File: config.mk
export PLATFORM = sky130hd
export DESIGN_NAME = led_fade_pwm
export DESIGN_NICKNAME = d
export VERILOG_FILES = /design/src/rtl/led_fade_pwm.sv
export SDC_FILE = /design/constraint.sdc
export NUM_CORES = 1
export LEC_CHECK = 0
export ABC_AREA = 1
export CAP_MARGIN = 20
export CORE_UTILIZATION = 50
export DETAILED_ROUTE_END_ITERATION = 6
export PLACE_DENSITY_LB_ADDON = 0.15
export REMOVE_ABC_BUFFERS = 1
export SYNTH_ARGS = -nofsm -noshare
export SYNTH_HDL_FRONTEND = slang
export SYNTH_SLANG_ARGS = --single-unit
File: constraint.sdc
create_clock -name clk_from_bg -period 3.6 [get_ports clk_from_bg]
set_input_delay 0.9 -clock clk_from_bg [delete_from_list [all_inputs] [get_ports clk_from_bg]]
set_output_delay 0.9 -clock clk_from_bg [all_outputs]
set_load 0.1 [all_outputs]
File: src/rtl/led_fade_pwm.sv
`default_nettype none
// ============================================================================
//  Module      : led_fade_pwm
//  Description : Per-LED linear fade with a shared PWM counter. Drives the
//                board LED pins from the led_2soc register outputs.
//  Revision    : 1.0 - initial release
// ============================================================================
module led_fade_pwm #(
   parameter int N_LED    = 24,
   parameter int PWM_BITS = 8,
   parameter int STEP_DIV = 4096
) (
   input  logic             clk_from_bg,
   input  logic             rst_from_bg,
   input  logic [N_LED-1:0] led_2soc,
   input  logic             fade_en,
   output logic [N_LED-1:0] led_out,
   output logic             busy
);

   localparam logic [PWM_BITS-1:0] c_MAX       = {PWM_BITS{1'b1}};
   localparam logic [PWM_BITS-1:0] c_PWM_LAST  = c_MAX - 1'b1;
   localparam int                  c_STEP_W    = (STEP_DIV > 1) ? $clog2(STEP_DIV) : 1;
   localparam logic [c_STEP_W-1:0] c_STEP_LAST = c_STEP_W'(STEP_DIV - 1);

   logic [PWM_BITS-1:0] r_pwm_cnt;
   logic [c_STEP_W-1:0] r_step_cnt;
   logic                w_tick;
   logic [PWM_BITS-1:0] r_level [N_LED];
   logic [PWM_BITS-1:0] w_next  [N_LED];
   logic [N_LED-1:0]    w_mismatch;
   logic [N_LED-1:0]    r_led_out;

   always_ff @(posedge clk_from_bg) begin
      if (!rst_from_bg) begin
         r_pwm_cnt  <= '0;
         r_step_cnt <= '0;
      end else begin
         r_pwm_cnt  <= (r_pwm_cnt == c_PWM_LAST) ? '0 : r_pwm_cnt + 1'b1;
         r_step_cnt <= (r_step_cnt == c_STEP_LAST) ? '0 : r_step_cnt + 1'b1;
      end
   end

   assign w_tick = (r_step_cnt == c_STEP_LAST);

   generate
      for (genvar gi = 0; gi < N_LED; gi++) begin : g_chan
         logic [PWM_BITS-1:0] w_tgt;
         logic                w_up;
         logic                w_dn;

         assign w_tgt = led_2soc[gi] ? c_MAX : '0;
         assign w_up  = (r_level[gi] < w_tgt);
         assign w_dn  = (r_level[gi] > w_tgt);

         // The compares guarantee +1/-1 never leave 0..MAX.
         assign w_next[gi] = !fade_en          ? w_tgt :
                             (w_tick && w_up)  ? r_level[gi] + 1'b1 :
                             (w_tick && w_dn)  ? r_level[gi] - 1'b1 :
                                                 r_level[gi];

         assign w_mismatch[gi] = (r_level[gi] != w_tgt);
      end
   endgenerate

   always_ff @(posedge clk_from_bg) begin
      if (!rst_from_bg) begin
         for (int i = 0; i < N_LED; i++) begin
            r_level[i] <= '0;
         end
         r_led_out <= '0;
      end else begin
         for (int i = 0; i < N_LED; i++) begin
            r_level[i]   <= w_next[i];
            r_led_out[i] <= (r_level[i] > r_pwm_cnt);
         end
      end
   end

   assign led_out = r_led_out;
   assign busy    = |w_mismatch;

endmodule
`default_nettype wire

* Yosys cells after proc, flatten, opt, wreduce, memory -nomap -nowiden *
Memory sizes are Yosys's and may differ from the RTL's.
Cells that the tools add are included.

storage, ports and cells
  word-level logic and storage cells = 350
  register bits = 44
  input bits = 27
  memories = 1
  memory bits (writable) = 192
  output and inout bits = 25

operators by class
  magnitude comparators = 72
  reduce and logical (&&, ||, !) cells = 51
  $add $sub $neg = 50
  bitwise operators = 25
  muxes and demuxes = 122
  eq/ne operators = 26

memories
  name     depth  bits a word  read ports  clocked after memory_dff  wr ports  RTL line  text
  r_level  24     8            24          0                         24        29        logic [PWM_BITS-1:0] r_level [N_LED];

operators with widths
  kind                   count
  $mux 8                 120
  $gt 8x8->1             48
  $add 8x1->8 const B    25
  $lt 8x8->1             24
  $ne 8x8->1             24
  $sub 8x1->8 const B    24
  $logic_and 1x1->1      48
  $or 1x1->1             24
  $reduce_or 24->1       1
  $add 12x1->12 const B  1
  $eq 12x12->1 const B   1
  $eq 8x8->1 const B     1
  $reduce_or 2->1        2
  $mux 1                 2
  $not 1->1              1

* Logic depth before layout (Yosys ltp) *
Gate-level depths: netlist of the first run.

  depth in word-level cells = 7
  depth in mapped cells = 19
  gate-level depth less buffers = 19

* Worst setup path before layout of the first run *
No wires, ideal clock.

  path kind = in2out
  from = input port led_2soc[21]
  to = output port busy
  data required time = 2.700 ns
  data arrival time = 2.902 ns
  stages = 9
  setup slack = -0.202 ns
  buffers on the path = 0
  path through = inv_1 ha_1 nand2_1 inv_1 nand3_1 nor3_1 nand2_1 nor4_1 nand4_1

between the ends
  word-level cells in the longest chain between the ends = 3

ends and longest elaborated chain
  what              RTL line  text
  start, declared   15        input logic [N_LED-1:0] led_2soc,
  $mux 8            52        assign w_tgt = led_2soc[gi] ? c_MAX : '0;
  $ne 8x8->1        62        assign w_mismatch[gi] = (r_level[gi] != w_tgt);
  $reduce_or 24->1  81        assign busy = |w_mismatch;
  end, declared     18        output logic busy

Every way passes these cells.

* Worst setup path in the final report of the first run *
  from = input port led_2soc[23]
  to = output port busy

Same word-level chain as after synthesis.

==> impl_results.md, run 1 <==
* Unique cell type count in the Yosys netlist at 40
* Switching portion of total power at between 30 and 40%
* Initial antenna violation count at 0
* Mean cell area of the mapped netlist at 6.575 µm²
* Setup Skew at 0.01447 ns
* Period minus WS final at between 3 and 4 ns
* Half-perimeter wire length of the detailed placement result at approximately 53 mm
* Drt drc at 0
* Internal power at roughly 6.5 mW
* Clock tree sinks at roughly 240
* Clock tree from TritonCTS: done
* Mean number of vias per cell at approximately 5.4
* Routed wire length at roughly 77 mm
* Placement Setup Slack at -0.5681 ns
* Initial core utilization at 50.68%
* Fin crit share at between 90 and 100%
* Top Ports at 52
* Status: finished, final reports clean
* Crit path launch type: input port
* Maximum fanout along the worst path at 7
* Hold Path Stages at 1
* Most frequent cells in the layout: sky130_fd_sc_hd__nand2_1, sky130_fd_sc_hd__ha_1, sky130_fd_sc_hd__inv_1
* Area leader, netlist: sky130_fd_sc_hd__ha_1
* Iteration count of the initial detailed-routing pass at 5
* Setup repair after global routing missed its margin: yes
* Clock root cell: sky130_fd_sc_hd__clkbuf_16
* Largest net degree at the start of global routing at between 100 and 150
* Layout-stage area growth over the synthesis result at 20.54%
* TritonCTS buffer count at 31
* Placed Instance Area at ~30000 µm²
* Worst Setup End Kind: primary output
* Count of warnings emitted by yosys at 0
* Overall routing resource usage at between 20 and 30%
* Peak clock frequency supported by timing at roughly 0.28 GHz
* Via count of the first global-routing pass at approximately 25000
* Via count at about 28000
* Post-layout worst setup margin at roughly 0.0020 ns
* Bufs on Longest Clock Path at 3
* Average routed wire per standard cell at roughly 15 µm
* Final global-route overflow total at 0
* Areal power density over the cells at 333.3 nW/µm²
* Register bit count reported by yosys at ~240
* Proportion of layout cells with a drive suffix above 1 at approximately 15%
* Number of setup violations in the final report at 0
* Synthesized instance count at between 4000 and 5000
* Reg power frac at around 30%
* Worst min-delay path class: reg -> reg
* Hold violation total from the final report at 0
* Arrival time at the worst endpoint at between 2 and 3 ns
* Worst-margin pin slew at about 1.1 ns
* Total inserted antenna cells at 0
* Leading cell type in the layout, fill and taps excluded: sky130_fd_sc_hd__nand2_1
* Placeable core region at approximately 53000 µm²
* Number of antenna-violating nets in the routed design at 0
* Share of Yosys cell area claimed by the top area cell type at between 20% and 30%
* Number of maximum-capacitance violations at 0
* Type of the worst setup path: in -> out
* Number of H-tree branching levels at 1
* Worst skew pair latency at ~0.60 ns
* Summed area of non-filler cells in the final layout at between 30000 and 40000 µm²
* Lkg Pwr at 16.49 nW
* Global placement routability congestion at approximately 0.86
* Die footprint at 54190 µm²
* IR drop worst, VDD at 0.3737 mV
* # hold bufs at CTS at 0
* Number of DRC violations after detailed-routing iteration 0 at about 1600
* Cell types occupying the most area after synthesis: sky130_fd_sc_hd__ha_1, sky130_fd_sc_hd__dfxtp_1, sky130_fd_sc_hd__nand2_1, sky130_fd_sc_hd__a21oi_1, sky130_fd_sc_hd__inv_1
* Reg2reg path depth at 22
* Required time worst endpoint at 2.70 ns
* Wire length of the first global-routing pass at between 100 and 150 mm
* Relative slew margins at a little over a quarter
* Sum Neg Setup Slack at 0 ns
* Register clock-pin slew on the reported worst setup and hold paths at 0.06 ns
* Pins over their slew limit at 0
* Mapped cell area at roughly 27000 µm²
* Layout Nets at 5033
* Number of buffers inserted by port buffering at about 50
* Die Y at 232.8 µm
* Sequential cell area fraction in the yosys report at around 18%
* Psw at about 4.2 mW
* Relative contribution of combinational cells to total power at approximately two fifths
* Width of the chip at ~230 µm
* Power share of the clock group at around a third
* Number of placement rows at 84
path summary, 6_finish.rpt:
path / slack [ns] / to / startpoint
worst min register to register: 0.45 / r_step_cnt[0] / r_step_cnt[0]
worst min-delay path: 0.45 / r_step_cnt[0] / r_step_cnt[0]
worst max register to register: 0.19 / r_level[0][19] / r_level[0][21]
worst max-delay path: 0.002 / busy / led_2soc[23]
power groups by stage:
| stage | registers, mW | logic, mW | clock network (mW) |
|---|---|---|---|
| floorplan | 3.46 | 2.52 | 0 |
| global placement | 3.20 | 3.92 | 0 |
| detailed placement | 3.20 | 4.00 | 0 |
| CTS | 3.14 | 4.08 | 3.43 |
| global route | 3.19 | 4.76 | 3.52 |
| finish | 3.16 | 4.17 | 3.37 |
cell usage after synthesis (all sizes together):
cell	n
a211oi	7
a21oi	415
a221oi	1
a311oi	7
a31oi	33
buf	27
clkbuf	36
clkinv	3
dfxtp	236
fa	24
ha	555
inv	481
nand2	1196
nand3	206
nand3b	23
nand4	127
nor2	309
nor3	85
nor3b	5
nor4	4
o21ai	220
o21bai	30
o221a	2
o41ai	6
or2	5
xnor2	1
xor2	6
kinds of logic (layout without fill, tap and decap cells):
logic type / count (synthesis) / count (layout) / synth area share [%]
simple gates: 1960 / 1961 / 31.84
buf+inv: 547 / 947 / 7.973
xor+xnor: 7 / 7 / 0.2302
fa+ha+maj: 579 / 579 / 27.88
flops: 236 / 236 / 17.74
compound gates: 721 / 721 / 14.34
what timing repair did:
action	CTS	global route
hold endpoints to repair	0	0
gates cloned	0	1
endpoints found under the setup margin	1	36
pin swaps	34	51
buffers inserted	34	4
resized for setup	132	111
cell type report:
class / instances / area, µm²
inverter: 484 / 1897
timing repair buffer: 406 / 3184
clock inverter: 12 / 171.4
tap: 688 / 860.8
clock buffer: 45 / 908.4
fill: 5038 / 20450
sequential: 236 / 4731
multi-input combinational: 3268 / 20350
state kept, by name, indices dropped and copies added, names as in the netlist:
signal,flops
led_out,24
r_level,192
r_pwm_cnt,8
r_step_cnt,12
through the flow:
stage / total power [mW] / hold WS (ns) / instances / utilization, %
after global placement: 7.120 / 0.4268 / 5044 / 57.42
after global routing: 11.47 / 0.4744 / 5139 / 61.09
after CTS: 10.65 / 0.4601 / 5135 / 60.40
after floorplan: 5.982 / 0.4175 / 3987 / -
after detailed placement: 7.200 / 0.4520 / 5044 / 57.42
final: 10.70 / 0.4532 / 5139 / 61.09
worst max-delay path, stage by stage:
cell	delay, ns
sky130_fd_sc_hd__buf_12	0.09
sky130_fd_sc_hd__clkinv_8	0.06
sky130_fd_sc_hd__buf_6	0.12
sky130_fd_sc_hd__ha_4	0.27
sky130_fd_sc_hd__nand2_4	0.05
sky130_fd_sc_hd__nor3_2	0.18
sky130_fd_sc_hd__buf_4	0.15
sky130_fd_sc_hd__nand3b_1	0.20
sky130_fd_sc_hd__nor4_2	0.22
sky130_fd_sc_hd__nand4_1	0.21
sky130_fd_sc_hd__buf_12	0.22
routing by layer:
metal  up-vias  global-route usage (%)  share of wire (%)
li1      14470                       -                  -
met2       497                   47.91                 47
met4         0                   6.352                1.9
met1     12570                   37.61                 47
met3       100                   2.108                4.2
met5         -                       0                  0
No activity file was read; power rests on OpenSTA's default activity.
==> run 2: changes to the inputs <==
--- a/config.mk
+++ b/config.mk
@@ -14,3 +14,4 @@
 export SYNTH_ARGS = -nofsm -noshare
 export SYNTH_HDL_FRONTEND = slang
 export SYNTH_SLANG_ARGS = --single-unit
+export TNS_END_PERCENT = 50
==> results of run 2 <==
The final DEF is identical to that of run 1; final timing and power are the same.
==> run 3: changes to the inputs <==
--- a/config.mk
+++ b/config.mk
@@ -10,7 +10,6 @@
 export CORE_UTILIZATION = 50
 export DETAILED_ROUTE_END_ITERATION = 6
 export PLACE_DENSITY_LB_ADDON = 0.15
-export REMOVE_ABC_BUFFERS = 1
 export SYNTH_ARGS = -nofsm -noshare
 export SYNTH_HDL_FRONTEND = slang
 export SYNTH_SLANG_ARGS = --single-unit
==> run 3 against run 2 <==
  * The flow now finishes with violations (negative setup slack)
  * Utilization down 0.071 points
  * Critical path depth up 1
  * Routed wire length down 1.3%
  * Highest routed layer unchanged
==> impl_results.md, run 3 (same netlist as run 1, synthesis figures left out) <==
* Lkg Pwr at between 15 and 20 nW
* Type of the worst setup path: in -> out
* Iteration count of the initial detailed-routing pass at 5
* Number of DRC violations after detailed-routing iteration 0 at 1377
* Core occupancy in the finished layout at between 60% and 70%
* Number of H-tree branching levels at 1
* Register clock-pin slew on the reported worst setup and hold paths at 0.06 ns
* Most frequent cells in the layout: sky130_fd_sc_hd__nand2_1, sky130_fd_sc_hd__ha_1, sky130_fd_sc_hd__inv_1
* Layout-stage area growth over the synthesis result at 20.40%
* Internal reg-to-reg setup slack at roughly 0.40 ns
* Wire length of the first global-routing pass at about 120 mm
* # hold bufs at CTS at 0
* Logic depth of the worst path, buffers included at 12
* Worst Setup End Kind: primary output
* Fin crit share at 102.6%
* Number of antenna-violating nets in the routed design at 0
* Number of flip-flops in the largest register at 192
* Setup Skew at 0.02961 ns
* Clock tree from TritonCTS: done
* IR drop worst, VDD at about 0.38 mV
* Clock tree sinks at around 240
* Total power after layout at 10.77 mW
* Hold violation total from the final report at 0
* Number of fill cells in the layout at 4993
* Number of cells in the finished layout apart from fillers at between 5000 and 6000
* Maximum fanout along the worst path at 8
* Peak clock frequency supported by timing at about 0.27 GHz
* Setup repair after global routing missed its margin: yes
* Routed wire length at 75.57 mm
* Initial antenna violation count at 0
* Final global-route overflow total at 0
* Drt drc at 0
* Dominant delay contributor by cell family on the critical path: simple AND/OR/NAND/NOR gates
* Worst skew pair latency at roughly 0.62 ns
* Die footprint at roughly 54000 µm²
* Top Ports at 52
* Reg2reg path depth at 20
* Width of the chip at around 230 µm
* Worst min-delay path class: reg -> reg
* Failing checks: negative setup slack
* Placement Setup Slack at -0.7566 ns
* Average routed wire per standard cell at between 10 and 15 µm
* Sum Neg Setup Slack at -0.09429 ns
* Pins over their slew limit at 0
* Largest net degree at the start of global routing at 48
* Leading cell type in the layout, fill and taps excluded: sky130_fd_sc_hd__nand2_1
* Maximum cell stage delay along the critical path at 0.27 ns
* Number of buffers inserted by port buffering at 51
* Summed area of non-filler cells in the final layout at 32060 µm²
* Overall routing resource usage at between 20% and 30%
* Hold slack final at 0.4517 ns
* Placed Instance Area at between 30000 and 40000 µm²
* Total inserted antenna cells at 0
* Global placement routability congestion at a little under 0.9
* Nets in the synthesized netlist at between 4000 and 5000
* Cell repeated most along the worst path: sky130_fd_sc_hd__nand4_1
* Period minus WS final at approximately 3.7 ns
* Layout Nets at just over 5000
* Crit path launch type: input port
* Areal power density over the cells at around 340 nW/µm²
* Via count at ~27000
* Post-layout worst setup margin at -0.09429 ns
* Proportion of layout cells with a drive suffix above 1 at between 10% and 20%
* Initial core utilization at 50.68%
* Required time worst endpoint at approximately 2.7 ns
* Worst-margin pin slew at about 1.1 ns
* Capture point of the worst path: busy
* Mean number of vias per cell at ~5.3
* Relative slew margins at between 20% and 30%
* Cell with the biggest individual delay on the critical path: sky130_fd_sc_hd__ha_1
* Half-perimeter wire length of the detailed placement result at around 54 mm
* TritonCTS buffer count at 31
* Placed cell count at a little over 5000
* Worst setup startpoint: led_2soc[2]
* Clock root cell: sky130_fd_sc_hd__clkbuf_16
* Number of setup violations in the final report at 1
* FF-to-FF End: r_level[0][5]
* Register bank with the most flops: r_level
* Die Y at 232.8 µm
* Reg2reg start: r_step_cnt[0]
* Via count of the first global-routing pass at 25530
* Arrival time at the worst endpoint at 2.79 ns
* Status: finished, violations left
* Critical path buffer and inverter count at 4
* Bufs on Longest Clock Path at 3
* Placeable core region at approximately 53000 µm²
* Number of maximum-capacitance violations at 0
* Number of placement rows at between 80 and 90
* Cell chain of the critical path: buf_4 -> inv_6 -> ha_1 -> nand2_1 -> nor2_4 -> nand4_1 -> nor2_1 -> nand4_1 -> nor2_2 -> buf_4 -> nand4_1 -> buf_12
run 3: cell count changes in the layout (fill, tap and decap cells not counted), sizes merged:
cell / delta
clkbuf: -12
nor2: -1
bufinv: +2
clkdlybuf4s50: -3
clkinv: +2
buf: +18
run 3: what timing repair did:
item	CTS	global route
endpoints found under the setup margin	1	30
gates resized for setup	187	31
buffers inserted	14	5
pin swaps	36	25
run 3: worst min-delay path by stage:
stage	from	endpoint	slack [ns]	cells after the start
floorplan	r_step_cnt[0]	r_step_cnt[0]	0.42	1
global placement	r_step_cnt[0]	r_step_cnt[0]	0.43	1
detailed placement	r_step_cnt[0]	r_step_cnt[0]	0.45	1
CTS	r_step_cnt[0]	r_step_cnt[0]	0.45	1
global route	r_step_cnt[0]	r_step_cnt[0]	0.47	1
finish	r_step_cnt[0]	r_step_cnt[0]	0.45	1
run 3: area by class of cell:
class / count / area (µm²) / share of cell area [%]
inverter: 484 / 1897 / 5.916
clock buffer: 40 / 899.6 / 2.806
timing repair buffer: 414 / 3244 / 10.12
multi-input combinational: 3267 / 20190 / 62.97
tap: 688 / 860.8 / 2.685
clock inverter: 16 / 237.7 / 0.7414
sequential: 236 / 4733 / 14.76
run 3: worst register-to-register path, cell delays in order (launching register included):
cell and delay (ns):
sky130_fd_sc_hd__dfxtp_1 0.35, sky130_fd_sc_hd__ha_1 0.17, sky130_fd_sc_hd__nand2_1 0.11, sky130_fd_sc_hd__nor2_4 0.15
sky130_fd_sc_hd__nand2_2 0.11, sky130_fd_sc_hd__nor3b_2 0.19, sky130_fd_sc_hd__nand3_1 0.15, sky130_fd_sc_hd__nor2_4 0.15
sky130_fd_sc_hd__buf_4 0.25, sky130_fd_sc_hd__nand3_1 0.10, sky130_fd_sc_hd__buf_4 0.18, sky130_fd_sc_hd__ha_1 0.35
sky130_fd_sc_hd__nand3_1 0.11, sky130_fd_sc_hd__nand3_1 0.14, sky130_fd_sc_hd__nand2_1 0.10, sky130_fd_sc_hd__nand2_1 0.07
sky130_fd_sc_hd__a21oi_1 0.12, sky130_fd_sc_hd__o21ai_0 0.10, sky130_fd_sc_hd__nand2_1 0.08, sky130_fd_sc_hd__nand2_1 0.05
sky130_fd_sc_hd__a21oi_1 0.11
run 3: power by group:
part	internal (mW)	switching [mW]
registers	2.85	0.305
logic	1.64	2.48
clock network	2.17	1.32
total	6.66	4.11
run 3: layer usage:
metal	vias to the layer above	share of wire [%]	GRT usage, %
met3	116	4.6	2.892
met5	-	0	0
met2	517	46	48.28
li1	14470	-	-
met4	0	2.3	7.067
met1	12350	47	36.93
